File: config.mk
export PLATFORM = sky130hd
export DESIGN_NAME = if_fetch_pc
export DESIGN_NICKNAME = d
export VERILOG_FILES = /design/src/rtl/if_fetch_pc.sv
export SDC_FILE = /design/constraint.sdc
export NUM_CORES = 1
export LEC_CHECK = 0
export CELL_PAD_IN_SITES_DETAIL_PLACEMENT = 0
export CELL_PAD_IN_SITES_GLOBAL_PLACEMENT = 1
export CORE_ASPECT_RATIO = 0.7
export CORE_MARGIN = 3
export CORE_UTILIZATION = 34
export CTS_BUF_LIST = sky130_fd_sc_hd__clkbuf_8 sky130_fd_sc_hd__clkbuf_16
export CTS_CLUSTER_DIAMETER = 60
export DETAILED_ROUTE_END_ITERATION = 8
export PLACE_DENSITY_LB_ADDON = 0.15
export SYNTH_ARGS = -nofsm -noshare
export SYNTH_HDL_FRONTEND = slang
export SYNTH_SLANG_ARGS = --single-unit
File: constraint.sdc
create_clock -name clk -period 2.5 [get_ports clk]
set_input_delay 0.25 -clock clk [delete_from_list [all_inputs] [get_ports clk]]
set_output_delay 0.25 -clock clk [all_outputs]
set_load 0.005 [all_outputs]
File: src/rtl/if_fetch_pc.sv
// Fetch PC stage: next-PC select, stall hold, 1-cycle imem realignment; optional flush via IF_REDIRECT_FLUSH_EN.
// Latency: pc in cycle N -> instr/instr_pc in cycle N+1.
// Backpressure: stall freezes pc and the instr/instr_pc/instr_valid triple; redirects during stall are queued.
module if_fetch_pc #(
    parameter logic [31:0] RESET_PC = 32'h4000_0000,
    parameter logic [31:0] NOP      = 32'h0000_0000
) (
    input  logic        clk,
    input  logic        reset,
    input  logic        stall,
    input  logic        redirect_valid,
    input  logic [31:0] redirect_target,
    input  logic        if_sel,
    input  logic [31:0] ic_dout,
    input  logic [31:0] bios_dout,
    output logic [31:0] pc,
    output logic        stall_reg,
    output logic [31:0] instr,
    output logic [31:0] instr_pc,
    output logic        instr_valid
);

    logic [31:0] pc_nxt;
    logic [31:0] tgt_aligned;
    logic [31:0] pend_tgt;
    logic        pend_vld;
    logic [31:0] pc_q;
    logic        sel_q;
    logic        fetched_q;
    logic        kill_q;
    logic [31:0] hold;
    logic [31:0] raw;

    assign tgt_aligned = redirect_target & 32'hFFFF_FFFC;

    always_comb begin
        pc_nxt = pc + 32'd4;
        if (stall) begin
            pc_nxt = pc;
        end else if (redirect_valid) begin
            pc_nxt = tgt_aligned;
        end else if (pend_vld) begin
            pc_nxt = pend_tgt;
        end
    end

    always_ff @(posedge clk) begin
        if (reset) begin
            pc        <= RESET_PC;
            stall_reg <= 1'b0;
            pend_vld  <= 1'b0;
            pend_tgt  <= 32'h0;
            pc_q      <= 32'h0;
            sel_q     <= 1'b0;
            fetched_q <= 1'b0;
            hold      <= NOP;
        end else begin
            pc        <= pc_nxt;
            stall_reg <= stall;
            // A redirect seen while stalled is remembered; the latest one wins.
            if (stall) begin
                if (redirect_valid) begin
                    pend_vld <= 1'b1;
                    pend_tgt <= tgt_aligned;
                end
            end else begin
                pend_vld  <= 1'b0;
                pc_q      <= pc;
                sel_q     <= if_sel;
                fetched_q <= 1'b1;
            end
            // Memory data moves on once the address is held, so capture it on stall entry.
            if (stall && !stall_reg) begin
                hold <= raw;
            end
        end
    end

`ifdef IF_REDIRECT_FLUSH_EN
    logic redirect_apply;
    assign redirect_apply = ~stall & (redirect_valid | pend_vld);

    always_ff @(posedge clk) begin
        if (reset) begin
            kill_q <= 1'b0;
        end else if (!stall) begin
            kill_q <= redirect_apply;
        end
    end
`else
    assign kill_q = 1'b0;
`endif

    assign raw         = sel_q ? bios_dout : ic_dout;
    assign instr_pc    = pc_q;
    assign instr_valid = fetched_q & ~kill_q;

    always_comb begin
        instr = NOP;
        if (instr_valid) begin
            instr = stall_reg ? hold : raw;
        end
    end

endmodule

=== After elaboration in Yosys (flattened, before gate mapping) ===
Cells that the tools add are included.

* Input port bits: 101
* Register bits: 130

* Mux-type cells: 5
* Reduce and logical (&&, ||, !) cells: 4
* Bitwise gates (word level): 1
* $add $sub $neg: 1

{| class="wikitable"
|+ Operators with widths
! operator !! count
|-
| 32-bit two-way mux || 5
|-
| 32-bit by 3-bit adder with 32-bit output (second input constant) || 1
|-
| 2-bit AND reduction || 1
|-
| 2-bit OR reduction || 1
|-
| 1-bit logical AND || 1
|-
| 1-bit logical NOT || 1
|-
| 1-bit inverter || 1
|}

=== Depth between registers and ports, before layout ===
* Depth in word-level cells: 3
* Depth in mapped cells: 7

=== Worst setup path after synthesis ===
Ideal clock, no wire load.

* Path type: flip-flop to flip-flop
* Start: register pc[2]
* End: register pc[24]
* Library setup time: 0.086 ns
* Path slack: 0.433 ns
* Cell stages (with the launch flop): 8
* Data arrival time: 1.981 ns
* Path buffers: 1
* Required time: 2.414 ns
* Cells stage by stage: dfxtp_1 > ha_1 > nand3_1 > or4_1 > buf_2 > nor4_1 > o21ai_1 > a221oi_2

* Cells in the longest elaborated chain, start to end: 3

{| class="wikitable"
|+ RTL lines
! element !! line !! source
|-
| start: declaration || 16 || <nowiki>output logic [31:0] pc,</nowiki>
|-
| start signal: assignment || 58 || <nowiki>pc <= pc_nxt;</nowiki>
|-
| 32-bit by 3-bit adder with 32-bit output || 37 || <nowiki>pc_nxt = pc + 32'd4;</nowiki>
|-
| 32-bit two-way mux || 42 || <nowiki>end else if (pend_vld) begin</nowiki>
|-
| 32-bit two-way mux || 40 || <nowiki>end else if (redirect_valid) begin</nowiki>
|}

Every way passes these cells.
A chain may end at the register's enable or synchronous reset.

=== Final worst setup path ===
* Start: register sel_q
* End: output instr[3]

* Cells in the longest elaborated chain, start to end: 3

{| class="wikitable"
|+ RTL lines
! element !! line !! source
|-
| start: declaration || 28 || <nowiki>logic sel_q;</nowiki>
|-
| start signal: assignment || 69 || <nowiki>sel_q <= if_sel;</nowiki>
|-
| 32-bit two-way mux || 94 || <nowiki>assign raw = sel_q ? bios_dout : ic_dout;</nowiki>
|-
| 32-bit two-way mux || 101 || <nowiki>instr = stall_reg ? hold : raw;</nowiki>
|-
| 32-bit two-way mux || 100 || <nowiki>if (instr_valid) begin</nowiki>
|-
| end: declaration || 18 || <nowiki>output logic [31:0] instr,</nowiki>
|}

Every way passes these cells.

==> flow_summary.ini <==
[floorplanning]
fp.dieH_um = 120
start_util_pct = 35.0
rows = 41
ios = 199
core_area_mm2 = 0.0182
fp.dieW_um = 169
die_area_mm2 = 0.0204

[sta]
slew_headroom_pct = 17.3
drv_slew = 0
max_clock_freq_mhz = 420
fin_crit_ns = 2.38
finalCritPeriodShare_pct = 95.3
hold_viol = 0
rsz0062_at_grt = false
fin_tns_setup_ns = 0
finalSetupViolCount = 0
fin_skew_ns = 0.0109
whs_ns = 0.229
worst_slew_pin_slew_ns = 1.24

[routing]
initialDrtViolationCount = 394
wirelength_um = 20500
vias = 6310
drc_errors = 0
dr.pass1.iters = 5
detail_route.vias_per_cell = 5.16
postRouteAntennaNets = 0
detail_route.wl_per_cell_um = 16.8

[min_path]
hp-class = input pin to flop
min-delay-start = stall

[yosys]
netlist_area_mm2 = 0.00636
avgSynthCellArea_um2 = 7.96
yosysSeqAreaShare_pct = 39.7
synthTopCellsByArea = dfxtp_1, mux2i_1, nand2_1
synthFlopType = dfxtp_1
yosysWarnings = 0
async_flop_share_pct = 0
ys_types = 59
yosysTopAreaCell = dfxtp_1
ys_seq_elements = 126
synth_edf_count = 0
syn-instance-count = 799
synthDominantCellAreaShare_pct = 39.7

[power]
ir_drop_uv = 302
power_frac_comb_pct = 16.5
seqPwrFrac_pct = 39.7
p_per_area_mw_per_mm2 = 609
power_frac_clock_pct = 43.7
switching_share_pct = 24.9
p_int_mw = 4.20
p_leak_nw = 3.36
switchingPower_mw = 1.39

[finish]
multi_input_area_mm2 = 0.00351
final_area_mm2 = 0.00918
fill_cells = 1821
drive_gt1_share_pct = 8.21
fin_cells = 1223
area_growth_pct = 44.5
largest_register = hold
largest_reg_flops = 32
fin_nets = 1078
n_antenna_cell = 0
ff_latch_area_mm2 = 0.00253

[grt]
met2_usage_pct = 30.2
grt_pass1_vias = 5780
grt_use_met1_pct = 28.1
antenna_found_initial = 0
grt-busiest-layer = met2
grt_max_degree = 56
use_met3_pct = 6.31
track_usage_pct = 20.0
grt_pass1_wl_um = 32400
globalRouteOverflowTotal = 0

[place]
dp_hpwl_um = 14500
port_buffers = 192
place.gp.congestion = 0.798
place_area_mm2 = 0.00860
dp_cells = 1193

[critical_path]
cp_num_buf_inv = 2
critPathCaptureType = primary output
crit_family = buffers and inverters
crit_start = sel_q
slowest_delay_ns = 0.46
slowest_stage = clkdlybuf4s50_1
crit_path_max_fanout = 33
cp-start-kind = flop
cp.required_ns = 2.25
r2r-start = pc[3]
arrival_ns = 2.13
worstSetupPathType = flop to primary output
path_cells = buf_12 -> mux2i_1 -> o21ai_0 -> and2_1 -> clkdlybuf4s50_1

[clock_tree]
htreeDepth = 4
clock_latency_ns = 0.42
cts_buffers = 17
cts_tree = yes
clkSlewWorstSetupHoldPaths_ns = 0.05
cts_sinks = 126
max-clock-path-buffers = 2
root_buffer = clkbuf_16
postCtsHoldBufs = 0

[flow_run]
drv_cap = 0

[run_status]
status = completed
[layout make-up]
cell class	count	share of cell area, %
Multi-Input combinational cell	591	38.2
Sequential cell	126	27.5
Timing Repair Buffer	227	24.1
Clock buffer	22	5.38
Tap cell	236	3.22
Clock inverter	8	0.981
Inverter	13	0.531
[cell usage after synthesis (9+ instances only)]
| cell | n |
|---|---|
| inv_1 | 12 |
| buf_1 | 10 |
| a21oi_1 | 69 |
| dfxtp_1 | 126 |
| nand3_1 | 15 |
| o22ai_1 | 9 |
| and2_1 | 33 |
| a211oi_1 | 35 |
| mux2i_1 | 65 |
| nand2_1 | 121 |
| clkbuf_1 | 53 |
| o21ai_0 | 51 |
| nor2_1 | 83 |
| nand4_1 | 9 |
[power groups by stage]
stage / Clock, mW / Sequential [mW] / Combinational [mW]
6_report: 2.44 / 2.22 / 0.923
5_1_grt: 2.60 / 2.24 / 1.02
4_1_cts: 2.50 / 2.22 / 0.934
3_5_place_dp: 0 / 2.26 / 0.928
3_3_place_gp: 0 / 2.26 / 0.927
2_1_floorplan: 0 / 2.25 / 0.454
[worst reg2reg max path: cells and delay by family (launching register included)]
kind                     cells  cell delay (ns)
AND/OR/NAND/NOR              2             0.83
adder cells (fa/ha/maj)      1             0.22
flip-flops                   1             0.33
AO/OA/AOI/OAI                3             0.61
[per-stage QoR]
stage	power [mW]	util, %	setup slack [ns]
6_report	5.59	50.6	0.118
5_1_grt	5.85	50.6	0.00522
4_1_cts	5.66	50.6	0.101
3_5_place_dp	3.19	47.3	0.138
3_3_place_gp	3.19	47.3	0.162
2_1_floorplan	2.70	-	0.433
[what timing repair did]
item	in CTS	in global routing
endpoints found under the setup margin	0	6
gates resized for setup	0	1
setup buffers	0	0
[logic make-up after synthesis]
family | synth area share (%)
other | 0.0590
AND/OR/NAND/NOR | 21.2
multiplexers | 10.5
XOR/XNOR | 0.827
adder cells (fa/ha/maj) | 0.197
buffers and inverters | 5.43
flip-flops | 39.7
AO/OA/AOI/OAI | 22.1
[per-layer routing]
metal	vias to the layer above	part of all wire (%)
li1	3172	-
met2	177	45
met4	0	0.73
met5	-	0
met3	15	7.2
met1	2946	48
[cells in the final DEF (no fill, tap or decap), types with 6 or more instances in the layout]
cell type	Yosys	routed
clkdlybuf4s50_1	0	190
o22ai_1	9	9
a221oi_1	8	8
a211oi_1	35	35
a21oi_1	69	69
nand3_1	15	15
nor2_1	83	81
and2_1	33	33
nand4_1	9	9
nand2_1	121	121
o21ai_0	51	51
mux2i_1	65	65
nor4_1	6	6
inv_1	12	14
nor3_1	6	6
a22oi_1	8	8
a31oi_1	8	8
clkbuf_16	0	17
buf_4	6	34
dfxtp_1	126	124
[worst paths after layout]
path                 end  slack, ns  cells after the start
min reg2reg  pend_tgt[8]       0.45                      2
max             instr[3]       0.12                      5
min               pc[24]       0.23                      2
max reg2reg       pc[24]       0.34                      6
(Power assumes the default switching activity.)
